<file path="config.mk">
export PLATFORM = sky130hd
export DESIGN_NAME = btn_logic_debounced
export DESIGN_NICKNAME = d
export VERILOG_FILES = /design/src/rtl/btn_logic_debounced.sv
export SDC_FILE = /design/constraint.sdc
export NUM_CORES = 1
export LEC_CHECK = 0
export ABC_AREA = 1
export CAP_MARGIN = 5
export CORE_ASPECT_RATIO = 0.75
export CORE_MARGIN = 5
export CORE_UTILIZATION = 30
export DETAILED_ROUTE_END_ITERATION = 10
export PLACE_DENSITY = 0.45
export SLEW_MARGIN = 0
export SYNTH_ARGS = -nofsm -noshare
export SYNTH_HDL_FRONTEND = slang
export SYNTH_SLANG_ARGS = --single-unit
export TNS_END_PERCENT = 50
</file>
<file path="constraint.sdc">
create_clock -name i_clk -period 7.56 [get_ports i_clk]
set_input_delay 1.134 -clock i_clk [delete_from_list [all_inputs] [get_ports i_clk]]
set_output_delay 1.134 -clock i_clk [all_outputs]
set_load 0.005 [all_outputs]
</file>
<file path="src/rtl/btn_logic_debounced.sv">
// Button-to-LED block: synchronise and debounce N_BTN data buttons plus a mode button.
// It then drives four active-low LEDs in one of three views: logic, toggle or count.
// Ports:
//   i_clk, i_rst    : clock, async active-high reset
//   i_btn           : raw data buttons, 1 = pressed
//   i_btn_mode      : raw mode button, 1 = pressed
//   o_led           : LEDs, active-low, registered
//   o_mode          : view, 0 = logic, 1 = toggle, 2 = count
//   o_count         : press counter
module btn_logic_debounced #(
  parameter int N_BTN           = 2,
  parameter int DEBOUNCE_CYCLES = 250000,
  parameter int CNT_W           = 8
) (
  input  logic             i_clk,
  input  logic             i_rst,
  input  logic [N_BTN-1:0] i_btn,
  input  logic             i_btn_mode,
  output logic [3:0]       o_led,
  output logic [1:0]       o_mode,
  output logic [CNT_W-1:0] o_count
);

  localparam int N_IN = N_BTN + 1;
  localparam int DW   = $clog2(DEBOUNCE_CYCLES);
  localparam logic [DW-1:0] DB_MAX = DW'(DEBOUNCE_CYCLES - 1);

  typedef enum logic [1:0] {
    M_LOGIC  = 2'd0,
    M_TOGGLE = 2'd1,
    M_COUNT  = 2'd2
  } mode_e;

  logic [N_IN-1:0]  meta_q, sync_q;
  logic [DW-1:0]    dbc_q [N_IN];
  logic [DW-1:0]    dbc_d [N_IN];
  logic [N_IN-1:0]  stable_q, stable_d;
  logic [N_IN-1:0]  stable_dly_q;
  logic [N_IN-1:0]  rise;
  logic [N_BTN-1:0] btn_s;
  mode_e            mode_q, mode_d;
  logic [N_BTN-1:0] tgl_q, tgl_d;
  logic [CNT_W-1:0] cnt_q, cnt_d;
  logic [3:0]       led_q;
  logic [3:0]       view;

  // Mode button rides along as the top bit of the input vector.
  always_ff @(posedge i_clk or posedge i_rst) begin
    if (i_rst) begin
      meta_q <= '0;
      sync_q <= '0;
    end else begin
      meta_q <= {i_btn_mode, i_btn};
      sync_q <= meta_q;
    end
  end

  // Count consecutive cycles the synced level differs from the
  // accepted one; any agreeing cycle restarts the count.
  always_comb begin
    stable_d = stable_q;
    for (int i = 0; i < N_IN; i++) begin
      dbc_d[i] = '0;
      if (sync_q[i] != stable_q[i]) begin
        if (dbc_q[i] == DB_MAX) begin
          stable_d[i] = sync_q[i];
        end else begin
          dbc_d[i] = dbc_q[i] + 1'b1;
        end
      end
    end
  end

  always_ff @(posedge i_clk or posedge i_rst) begin
    if (i_rst) begin
      for (int i = 0; i < N_IN; i++) begin
        dbc_q[i] <= '0;
      end
      stable_q     <= '0;
      stable_dly_q <= '0;
    end else begin
      for (int i = 0; i < N_IN; i++) begin
        dbc_q[i] <= dbc_d[i];
      end
      stable_q     <= stable_d;
      stable_dly_q <= stable_q;
    end
  end

  assign rise  = stable_q & ~stable_dly_q;
  assign btn_s = stable_q[N_BTN-1:0];

  always_ff @(posedge i_clk or posedge i_rst) begin
    if (i_rst) begin
      mode_q <= M_LOGIC;
    end else begin
      mode_q <= mode_d;
    end
  end

  always_comb begin
    mode_d = mode_q;
    if (rise[N_BTN]) begin
      unique case (mode_q)
        M_LOGIC:  mode_d = M_TOGGLE;
        M_TOGGLE: mode_d = M_COUNT;
        default:  mode_d = M_LOGIC;
      endcase
    end
  end

  always_comb begin
    view = '0;
    unique case (mode_q)
      M_LOGIC:  view = {~|btn_s, ^btn_s, |btn_s, &btn_s};
      M_TOGGLE: view[N_BTN-1:0] = tgl_q;
      M_COUNT:  view = cnt_q[3:0];
      default:  view = '0;
    endcase
  end

  // Simultaneous rises bump the counter only once.
  assign tgl_d = tgl_q ^ rise[N_BTN-1:0];
  assign cnt_d = cnt_q + CNT_W'(|rise[N_BTN-1:0]);

  always_ff @(posedge i_clk or posedge i_rst) begin
    if (i_rst) begin
      tgl_q <= '0;
      cnt_q <= '0;
      led_q <= 4'b1111;
    end else begin
      tgl_q <= tgl_d;
      cnt_q <= cnt_d;
      led_q <= ~view;
    end
  end

  assign o_led   = led_q;
  assign o_mode  = mode_q;
  assign o_count = cnt_q;

endmodule

</file>
==> results of run 1 <==
==> state kept, by name (all words and copies together), names as in the netlist <==
| register | flops |
|---|---|
| stable_dly_q | 3 |
| dbc_q | 54 |
| stable_q | 3 |
| sync_q | 3 |
| tgl_q | 2 |
| o_mode | 2 |
| o_led | 4 |
| meta_q | 3 |
| o_count | 8 |
==> cell usage after synthesis <==
cell / number / area, um^2
nor2_1: 109 / 409
mux2_2: 1 / 11.3
nand2_1: 81 / 304
nand4_1: 5 / 31.3
o21ai_0: 3 / 15.0
buf_2: 2 / 10.0
nand2_2: 6 / 37.5
dfstp_2: 4 / 105
or2_2: 2 / 12.5
dfrtp_1: 78 / 1950
xnor2_1: 12 / 105
a221oi_1: 1 / 8.76
nand3b_1: 1 / 7.51
nand2_4: 1 / 11.3
inv_1: 55 / 206
ha_1: 7 / 87.6
nor3_1: 9 / 45.0
nor3b_1: 2 / 15.0
o21ai_1: 2 / 10.0
a211oi_1: 1 / 7.51
a21oi_1: 10 / 50.1
nand3_1: 43 / 215
nor2_4: 9 / 101
o21bai_1: 1 / 7.51
nand3_2: 5 / 50.1
xor2_1: 28 / 245
nor2_2: 8 / 50.1
==> cell families after synthesis <==
| group | count (synthesis) |
|---|---|
| DFF | 82 |
| xor gates and xnor gates | 40 |
| and+or+nand+nor | 281 |
| buffers and inverters | 57 |
| AOI/OAI and AO/OA | 18 |
| adders and majority gates | 7 |
| muxes | 1 |
==> per-layer routing <==
metal	vias to the layer above	wire (um)	part of all wire, %	GRT usage, %
met1	1395	4570	56	15.5
met3	6	180	2.2	2.73
met4	0	84	1.0	2.98
li1	1577	-	-	-
met2	29	3370	41	15.8
met5	-	0	0	0
==> worst max-delay path by stage <==
stage                                startpoint                   end  slack [ns]  depth (start not counted)
after floorplan                           i_rst    dbc_q[0]$_DFF_PP0_        4.32                          1
after global placement                    i_rst   dbc_q[29]$_DFF_PP0_        4.99                          3
after detailed placement                  i_rst  o_count[7]$_DFF_PP0_        4.97                          3
after CTS                    o_led[0]$_DFF_PP1_              o_led[0]        5.07                          1
after global routing      o_mode[1]$_DFFE_PP0P_             o_mode[1]        5.04                          1
final                        o_led[0]$_DFF_PP1_              o_led[0]        5.09                          1
==> power groups by stage <==
stage	Sequential (mW)	Combinational, mW	Clock [mW]
after floorplan	0.456	0.0179	0
after global placement	0.457	0.0266	0
after detailed placement	0.457	0.0269	0
after CTS	0.449	0.0269	0.447
after global routing	0.450	0.0307	0.466
final	0.449	0.0256	0.429
==> through the flow <==
step                      util (%)  std cells  power (mW)  hold WS (ns)  cell area [um^2]
after global routing          35.4        694       0.947         0.356              4800
after detailed placement      33.2        678       0.484         0.335              4510
after floorplan                  -        486       0.474         0.331              4110
after CTS                     35.4        694       0.923         0.350              4800
final                         35.4        694       0.904         0.348              4800
after global placement        33.2        678       0.484         0.334              4510
==> cell type report <==
class / count / area (um^2)
Clock buffer: 12 / 236
Fill cell: 1445 / 8760
Multi-Input combinational cell: 347 / 1840
Inverter: 55 / 208
Tap cell: 175 / 219
Clock inverter: 4 / 53.8
Sequential cell: 82 / 2060
Timing Repair Buffer: 19 / 188
==> impl_metrics.tcl, run 1 <==
set metrics [dict create \
    status "completed" \
    path_delay_family "flip-flops" \
    core_area_mm2 0.0136 \
    endpoint_kind "primary output" \
    clockBufferDepth 2 \
    grt_start_max_net_pins 83 \
    critPathMaxStageDelay_ns 0.52 \
    grt_pass1_vias 2989 \
    powerDensity_mw_per_mm2 188 \
    peakVddDrop_mv 0.103 \
    clock_skew_ns 0.00821 \
    place_hpwl_um 5850 \
    hp-class "reg -> reg" \
    synth_area_mm2 0.00411 \
    period_share_pct 32.6 \
    cts_buffers 9 \
    critPathKind "reg -> out" \
    die_w_um 145 \
    avgViaCountPerCell 4.33 \
    firstDrtPassIters 4 \
    seqPwrFrac_pct 49.7 \
    ant_nets 0 \
    synth_xor_area_share_pct 8.52 \
    fmax_ghz 0.406 \
    root_buffer "clkbuf_16" \
    grt_overflow_total 0 \
    synth_seq_cells 82 \
    synth_cell_type_count 27 \
    num_vias 3007 \
    portBuffers 18 \
    fin_ws_ns 5.09 \
    cp.required_ns 6.43 \
    drt_iter0_markers 156 \
    clk_latency_ns 0.33 \
    finalNetCount 526 \
    layout-drive-gt1-share_pct 9.83 \
    route.detailed.drc 0 \
    grt_usage_pct 10.7 \
    setup_viol_count_final 0 \
    path_clk_slew_ns 0.06 \
    gp_congestion 0.810 \
    arrival_ns 1.33 \
    synth-compound-area-share_pct 2.40 \
    power_frac_clock_pct 47.5 \
    maxCapViolCount 0 \
    avgSynthCellArea_um2 8.46 \
    hold_violations 0 \
    synthAdderAreaFrac_pct 2.13 \
    antenna_cells 0 \
    synthCells 486 \
    intPower_mw 0.708 \
    r2r_setup_slack_ns 5.75 \
    critPathBufInv 1 \
    seq_area_frac_synth_pct 50.0 \
    slew_headroom_pct 29.7 \
    rows 37 \
    crit_fanout 1 \
    dieArea_mm2 0.0162 \
    power.switching_mw 0.195 \
    grt_pass1_wl_um 14500 \
    worstRegToRegCells 8 \
    io_pins 19 \
    post_drt_wl_per_cell_um 11.8 \
    slew_violations 0 \
    cts_setup_buffers 0 \
    holdBufCountCts 0 \
    period_needed_ns 2.47 \
    rr_startpoint "stable_q[0]$_DFFE_PP0P_" \
    place_ws_ns 4.97 \
    final_cell_mix "109 x nor2_1, 81 x nand2_1, 78 x dfrtp_1" \
    cts.htree.levels 3 \
    tns_ns 0 \
    yosys_warnings 0 \
    whs_endpoint "sync_q[2]$_DFF_PP0_" \
    netSwitchingFraction_pct 21.6 \
    fp.dieH_um 111 \
    synth_top_family_by_area "simple AND/OR/NAND/NOR gates" \
    muxShareOfSynthArea_pct 0.274 \
    cp_cell_sequence "clkdlybuf4s50_1" \
    rr_endpoint "o_count[6]$_DFF_PP0_" \
    worst_slew_pin_slew_ns 1.05 \
    initial_core_util_pct 30.3 \
    cts.sinks 82 \
    cts_resized 0 \
    p_comb_share_pct 2.8 \
    hp-start "meta_q[2]$_DFF_PP0_" \
    rsz0062_at_grt "false" \
    holdPathStages 0 \
    crit_path_start_kind "flip-flop" \
    syn_nets 498 \
    antenna_found_initial 0 \
    power_leakage_nw 2.05 \
    syn_to_final_growth_pct 16.7 \
    wl_um 8210 \
    crit_slowest_cell "dfstp_2" \
    cts_tree "built" \
    yosys.area_share.simple_pct 31.4 \
    final_common_cell "nor2_1" \
]
(Power assumes the default switching activity.)
==> run 2, diff against run 1 <==
==> constraint.sdc (replaced) <==
create_clock -name i_clk -period 2.43 [get_ports i_clk]
set_input_delay 0.3645 -clock i_clk [delete_from_list [all_inputs] [get_ports i_clk]]
set_output_delay 0.3645 -clock i_clk [all_outputs]
set_load 0.005 [all_outputs]
==> run 2 against run 1 <==
  * Sequential share of layout area shrank 0.16 points
  * Register-to-register slack lost 5.1 ns
  * First-iteration DRC count grew 6.4%
  * Global-route usage grew 0.053 points
  * Largest power group unchanged
==> impl_metrics.tcl, run 2 (synthesis results as in run 1) <==
set metrics [dict create \
    layout-drive-gt1-share_pct 9.83 \
    route.detailed.drc 0 \
    cts_setup_buffers 0 \
    hp-class "reg -> reg" \
    antenna_cells 0 \
    rsz0062_at_grt "false" \
    multiInputGateArea_mm2 0.00184 \
    cp.required_ns 2.65 \
    endpoint_kind "flip-flop" \
    grt_pass1_vias 2902 \
    crit_path_end "o_count[6]$_DFF_PP0_" \
    finalNetCount 526 \
    arrival_ns 1.97 \
    period_share_pct 72.0 \
    worstRegToRegCells 8 \
    fin_ws_ns 0.681 \
    holdPathStages 0 \
    ant_nets 0 \
    seqCellArea_mm2 0.00206 \
    cts.sinks 82 \
    holdBufCountCts 0 \
    avgViaCountPerCell 4.38 \
    cts.htree.levels 3 \
    place_ws_ns 0.687 \
    startpoint "stable_q[1]$_DFFE_PP0P_" \
    clock_skew_ns 0.00625 \
    fmax_ghz 0.572 \
    portBuffers 18 \
    cp_common_cell "ha_1" \
    clk_latency_ns 0.33 \
    drt_iter0_markers 166 \
    tns_ns 0 \
    final_cell_mix "109 x nor2_1, 81 x nand2_1, 78 x dfrtp_1" \
    fp.dieH_um 111 \
    num_vias 3043 \
    critPathMaxStageDelay_ns 0.40 \
    root_buffer "clkbuf_16" \
    setup_viol_count_final 0 \
    rows 37 \
    clockBufferDepth 2 \
    critPathKind "reg -> reg" \
    slew_violations 0 \
    gp_congestion 0.825 \
    largest_reg_flops 54 \
    rr_startpoint "stable_q[1]$_DFFE_PP0P_" \
    period_needed_ns 1.75 \
    cts_buffers 9 \
    grt_usage_pct 10.7 \
    power_mw 2.84 \
    cts_resized 0 \
    status "completed" \
    syn_to_final_growth_pct 17.2 \
    place_hpwl_um 5840 \
    power_leakage_nw 2.06 \
    antenna_found_initial 0 \
    grt_pass1_wl_um 14400 \
    peakVddDrop_mv 0.357 \
    slew_headroom_pct 70.5 \
    dieArea_mm2 0.0162 \
    initial_core_util_pct 30.3 \
    firstDrtPassIters 4 \
    fillers 1404 \
    maxCapViolCount 0 \
    r2r_setup_slack_ns 0.68 \
    cp_cell_sequence "inv_1, or2_2, nand2_1, ha_1, ha_1, nand3_1, nand3b_1, xnor2_1" \
    grt_overflow_total 0 \
    final_common_cell "nor2_1" \
    crit_fanout 4 \
    crit_slowest_cell "dfrtp_1" \
    wl_um 8060 \
    core_area_mm2 0.0136 \
    post_drt_wl_per_cell_um 11.6 \
    hold_violations 0 \
    cts_tree "built" \
    grt_start_max_net_pins 83 \
    die_w_um 145 \
    worst_slew_pin_slew_ns 0.442 \
    io_pins 19 \
    regMostFlops "dbc_q" \
    path_clk_slew_ns 0.06 \
    powerDensity_mw_per_mm2 589 \
    crit_path_start_kind "flip-flop" \
    rr_endpoint "o_count[6]$_DFF_PP0_" \
]
run 2: cell count changes in the layout (fill, tap and decap cells not counted), sizes merged:
cell    delta
clkbuf     +1
clkinv     -1
run 2: report_power, final:
part | switching [mW] | internal, mW
sequential | 0.0147 | 1.38
combinational | 0.0573 | 0.0246
clock | 0.534 | 0.824
total | 0.606 | 2.23
run 2: worst max-delay path: cells and delay by family (launching register included):
family | cells | cell delay (ns)
flip-flops | 1 | 0.40
buffers and inverters | 1 | 0.09
adder cells (fa/ha/maj) | 2 | 0.34
AND/OR/NAND/NOR | 4 | 0.68
XOR/XNOR | 1 | 0.13
run 2: final cells by class:
type | instances | area share, %
multi-input cells | 347 | 38.2
flip-flops and latches | 82 | 42.7
clock inverters | 3 | 0.883
repair buffers | 19 | 4.16
well taps | 175 | 4.55
clock buffers | 13 | 5.19
inverters | 55 | 4.36
run 2: layer usage:
metal  up-vias  track usage, %  routed length [um]
met3        13            3.13                 273
li1       1581               -                   -
met5         -               0                   0
met1      1410            16.6                4410
met4         0            3.17                 107
met2        39            14.4                3270
run 2: worst min path at each step:
stage	from	end	slack, ns
final	meta_q[1]$_DFF_PP0_	sync_q[1]$_DFF_PP0_	0.35
after global placement	meta_q[1]$_DFF_PP0_	sync_q[1]$_DFF_PP0_	0.33
after CTS	meta_q[1]$_DFF_PP0_	sync_q[1]$_DFF_PP0_	0.35
after global routing	meta_q[1]$_DFF_PP0_	sync_q[1]$_DFF_PP0_	0.37
after floorplan	meta_q[0]$_DFF_PP0_	sync_q[0]$_DFF_PP0_	0.33
after detailed placement	meta_q[1]$_DFF_PP0_	sync_q[1]$_DFF_PP0_	0.34
run 2: stage by stage:
stage               instances  hold slack [ns]  instance area (um^2)  utilization [%]
finish                    694            0.353                  4820             35.5
floorplan                 486            0.331                  4120                -
detailed placement        678            0.339                  4520             33.4
global route              694            0.368                  4820             35.5
global placement          678            0.333                  4520             33.4
CTS                       694            0.353                  4820             35.5
==> run 3, diff against run 2 <==
==> constraint.sdc (replaced) <==
create_clock -name i_clk -period 1.7 [get_ports i_clk]
set_input_delay 0.255 -clock i_clk [delete_from_list [all_inputs] [get_ports i_clk]]
set_output_delay 0.255 -clock i_clk [all_outputs]
set_load 0.005 [all_outputs]
==> run 3 against run 2 <==
  * Critical path depth shrank 7
  * Sequential share of layout area shrank 1.2 points
  * Worst hold slack lost 0.045 ns
  * Non-clock buffer count grew 8
  * Via count shrank 0.49%
  * Register-to-register slack lost 0.55 ns
  * Die area is the same
  * Sequential power grew 43%
  * Clock-buffer cell count shrank 4
  * Clock power grew 65%
  * Critical path type is now reg -> out
  * Largest cell class unchanged
==> impl_metrics.tcl, run 3 (synthesis results as in run 1) <==
set metrics [dict create \
    cp_cell_sequence "clkdlybuf4s50_1" \
    rr_endpoint "o_count[6]$_DFF_PP0_" \
    grt-busiest-layer "met1" \
    rows 37 \
    status "completed" \
    arrival_ns 1.36 \
    r2r_setup_slack_ns 0.13 \
    io_pins 19 \
    worst_slew_pin_slew_ns 0.409 \
    antenna_cells 0 \
    fp.dieH_um 111 \
    tns_ns 0 \
    fin_ws_ns 0.0803 \
    fillers 1382 \
    ant_nets 0 \
    dpl_cell_area_mm2 0.00458 \
    regMostFlops "dbc_q" \
    place_hpwl_um 5960 \
    final_cells 702 \
    num_vias 3028 \
    dieArea_mm2 0.0162 \
    placed_cells 686 \
    wl_um 8200 \
    layout-drive-gt1-share_pct 12.5 \
    endpoint_kind "primary output" \
    grt_pass1_vias 3013 \
    clk_latency_ns 0.34 \
    cts_setup_buffers 0 \
    crit_path_start_kind "flip-flop" \
    grt_usage_pct 10.8 \
    grt_pass1_wl_um 14600 \
    critPathKind "reg -> out" \
    place_ws_ns 0.0540 \
    syn_to_final_growth_pct 20.6 \
    maxCapViolCount 0 \
    power_mw 4.35 \
    rsz0062_at_grt "false" \
    hp-class "in -> async" \
    cts_buffers 9 \
    core_area_mm2 0.0136 \
    clock_skew_ns 0.00653 \
    gp_congestion 0.803 \
    grt_overflow_total 0 \
    post_drt_wl_per_cell_um 11.7 \
    crit_slowest_cell "clkdlybuf4s50_1" \
    rr_startpoint "stable_q[1]$_DFFE_PP0P_" \
    finalNetCount 534 \
    critPathMaxStageDelay_ns 0.55 \
    slew_headroom_pct 72.7 \
    critPathBufInv 1 \
    grt_util_met2_pct 15.2 \
    worstRegToRegCells 8 \
    cts_tree "built" \
    period_share_pct 95.3 \
    largest_reg_flops 54 \
    fin_area_mm2 0.00496 \
    portBuffers 18 \
    final_cell_mix "108 x nor2_1, 81 x nand2_1, 78 x dfrtp_1" \
    peakVddDrop_mv 0.445 \
    avgViaCountPerCell 4.31 \
    path_delay_family "buffers and inverters" \
    crit_fanout 5 \
    gr-usage-met3_pct 3.05 \
    initial_core_util_pct 30.3 \
    route.detailed.drc 0 \
    antenna_found_initial 0 \
    final_common_cell "nor2_1" \
    clockBufferDepth 2 \
    period_needed_ns 1.62 \
    hold_violations 0 \
    power_leakage_nw 2.12 \
    root_buffer "clkbuf_16" \
    setup_viol_count_final 0 \
    die_w_um 145 \
    powerDensity_mw_per_mm2 878 \
    cts.htree.levels 3 \
    grt_use_met1_pct 16.2 \
    slew_violations 0 \
    path_clk_slew_ns 0.06 \
    cts.sinks 82 \
    cp.required_ns 1.44 \
    firstDrtPassIters 4 \
    fmax_ghz 0.617 \
    drt_iter0_markers 206 \
    grt_start_max_net_pins 71 \
]
## run 3: area by class of cell
class,count,area [um^2],area share (%)
flip-flops and latches,82,2060,41.5
clock inverters,7,118,2.37
clock buffers,9,225,4.54
repair buffers,27,260,5.25
multi-input cells,347,1870,37.7
inverters,55,210,4.24
well taps,175,219,4.41
## run 3: worst max path at each step
stage / from / to / slack [ns] / cells after the start
floorplan: stable_q[1]$_DFFE_PP0P_ / o_count[6]$_DFF_PP0_ / 0.07 / 8
global placement: stable_q[1]$_DFFE_PP0P_ / o_count[6]$_DFF_PP0_ / 0.1 / 8
detailed placement: stable_q[0]$_DFFE_PP0P_ / o_count[6]$_DFF_PP0_ / 0.05 / 8
CTS: stable_q[0]$_DFFE_PP0P_ / o_count[6]$_DFF_PP0_ / 0.04 / 8
global route: dbc_q[0]$_DFF_PP0_ / dbc_q[12]$_DFF_PP0_ / 0.005 / 6
finish: o_count[2]$_DFF_PP0_ / o_count[2] / 0.08 / 1
## run 3: timing repair
| item | 4_1_cts | 5_1_grt |
|---|---|---|
| hold buffers | 0 | 0 |
| endpoints found under the setup margin | 0 | 2 |
| resized for setup | 0 | 6 |
## run 3: power breakdown
part	internal (mW)	switching, mW
clock network	1.43	0.802
logic	0.0367	0.0816
registers	1.98	0.0208
total	3.45	0.905
## run 3: per-stage QoR
step | hold WS [ns] | util, %
global placement | 0.332 | 33.8
detailed placement | 0.336 | 33.8
CTS | 0.309 | 36.3
finish | 0.308 | 36.6
global route | 0.342 | 36.6
floorplan | 0.286 | -
## run 3: per-layer routing
metal  vias to the layer above  part of all wire, %
li1                       1598                    -
met1                      1387                   55
met2                        36                   40
met3                         7                  3.5
met4                         0                  1.1
met5                         -                    0
==> variant: new RTL, settings of run 2 <==
Change the parameter `N_BTN` from 2 to 4.
--- a/src/rtl/btn_logic_debounced.sv
+++ b/src/rtl/btn_logic_debounced.sv
@@ -9,5 +9,5 @@
 //   o_count         : press counter
 module btn_logic_debounced #(
-  parameter int N_BTN           = 2,
+  parameter int N_BTN           = 4,
   parameter int DEBOUNCE_CYCLES = 250000,
   parameter int CNT_W           = 8
Ports: changed (resized i_btn); port bits go from 19 to 21. No check against the original RTL was run, so the function may have changed too.
==> variant against run 2 <==
  * Synthesized cell count grew 55%
  * Sequential share of layout area shrank 1.2 points
  * Synthesized area grew 57%
  * Cell count grew 58%
  * Routed wire length grew 67%
  * Setup slack lost 0.072 ns
  * Sequential cell count grew 46
  * Fmax shrank 4.0%
  * Final area grew 61%
  * Total power grew 82%
  * Sequential power grew 56%
  * Largest cell class unchanged
  * Largest power group is now the clock network
==> variant: results (changes against run 2) <==
| Metric | Value |
|---|---|
| Non-Filler Instances | `1,096 (was 694)` |
| Worst setup path endpoint | `o_led[1] (was o_count[6])` |
| Number of H-tree levels | `4 (was 3)` |
| Worst IR drop on VDD | `0.396 mV (was 0.357 mV)` |
| CTS buffer count | `17 (was 9)` |
| Worst min-delay path class | `input pin to asynchronous set/reset pin (was flip-flop to flip-flop)` |
| Total Routed Length | `13,500 um (was 8060 um)` |
| Met3 layer wire length in the routed design | `574 um (was 273 um)` |
| Actual slew at the worst max-slew pin | `0.502 ns (was 0.442 ns)` |
| Status | `complete, no violations (unchanged)` |
| Highest fanout seen on the critical path | `1 (was 4)` |
| Post-Route M1 WL | `7160 um (was 4410 um)` |
| Sw power | `0.00107 W (was 0.000606 W)` |
| Top Family by Delay on Critical Path | `flip-flops (was simple AND/OR/NAND/NOR gates)` |
| Met1 global-route usage | `0.175 (was 0.166)` |
| Worst setup skew after layout | `0.0114 ns (was 0.00625 ns)` |
| Half-perimeter wire length after placement | `9780 um (was 5840 um)` |
| Ratio of total power to cell area | `666 nW/um2 (was 589 nW/um2)` |
| Critical-path top delay cell | `sky130_fd_sc_hd__dfstp_2 (was sky130_fd_sc_hd__dfrtp_1)` |
| Sequential fraction of the synthesis area | `0.497 (was 0.500)` |
| Final period utilization | `0.750 (was 0.720)` |
| Final hold slack | `0.323 ns (was 0.353 ns)` |
| Slowest stage delay, CP | `0.53 ns (was 0.40 ns)` |
| Detailed-route via count | `4,802 (was 3,043)` |
| Amount of wire on met2 after detailed routing | `5540 um (was 3270 um)` |
| R2r startpoint | `stable_q[2] (was stable_q[1])` |
| Number of flip-flops in the largest register | `90 (was 54)` |
| Leak | `3.20 nW (was 2.06 nW)` |
| Cell types with the largest area share after synthesis | `sky130_fd_sc_hd__dfrtp_1 48%, sky130_fd_sc_hd__nor2_1 10%, sky130_fd_sc_hd__nand2_1 7.2% (was sky130_fd_sc_hd__dfrtp_1 47%, sky130_fd_sc_hd__nor2_1 10%, sky130_fd_sc_hd__nand2_1 7.4%)` |
| Worst EP arrival | `1.46 ns (was 1.97 ns)` |
| Post-Place Cell Area | `7080 um2 (was 4520 um2)` |
| Final GP Congestion | `0.805 (was 0.825)` |
| Cell total after placement | `1,064 (was 678)` |
| Gr usage total | `0.120 (was 0.107)` |
| Met2 layer usage reported by global route | `0.169 (was 0.144)` |
| Average footprint of a synthesized cell | `8.57 um2 (was 8.46 um2)` |
| Port-buffer cells | `20 (was 18)` |
| Net count after synthesis | `771 (was 498)` |
| Launching instance or port of the critical path | `o_led[1] (was stable_q[1])` |
| Post-placement worst setup slack | `0.627 ns (was 0.687 ns)` |
| Layout cell share with drive strength beyond 1 | `0.121 (was 0.0983)` |
| Largest net degree at the start of global routing | `41 (was 83)` |
| Clock insertion delay at the later pin of the skew report | `0.42 ns (was 0.33 ns)` |
| R2R setup slack | `0.65 ns (was 0.68 ns)` |
-- variant: cell count changes after synthesis, moves of 7 or more --
cell / run 2 / this run
sky130_fd_sc_hd__xnor2_1: 12 / 20
sky130_fd_sc_hd__nand2_1: 81 / 124
sky130_fd_sc_hd__nor2_4: 9 / 16
sky130_fd_sc_hd__a21oi_1: 10 / 17
sky130_fd_sc_hd__nand3_1: 43 / 68
sky130_fd_sc_hd__nand4_1: 5 / 15
sky130_fd_sc_hd__nor2_1: 109 / 180
sky130_fd_sc_hd__nand2_2: 6 / 13
sky130_fd_sc_hd__dfrtp_1: 78 / 124
-- variant: layout make-up --
type	instances	area [um2]
fill	2178	13400
sequential	128	3210
multi-input combinational	564	3010
clock buffer	23	508
tap	288	360
timing repair buffer	24	268
inverter	60	229
clock inverter	9	151
-- variant: cells by family after synthesis --
group | share of synthesized area
and+or+nand+nor | 0.327
DFF | 0.497
buffers and inverters | 0.0357
xor gates and xnor gates | 0.0859
AOI/OAI and AO/OA | 0.0328
adders and majority gates | 0.0213
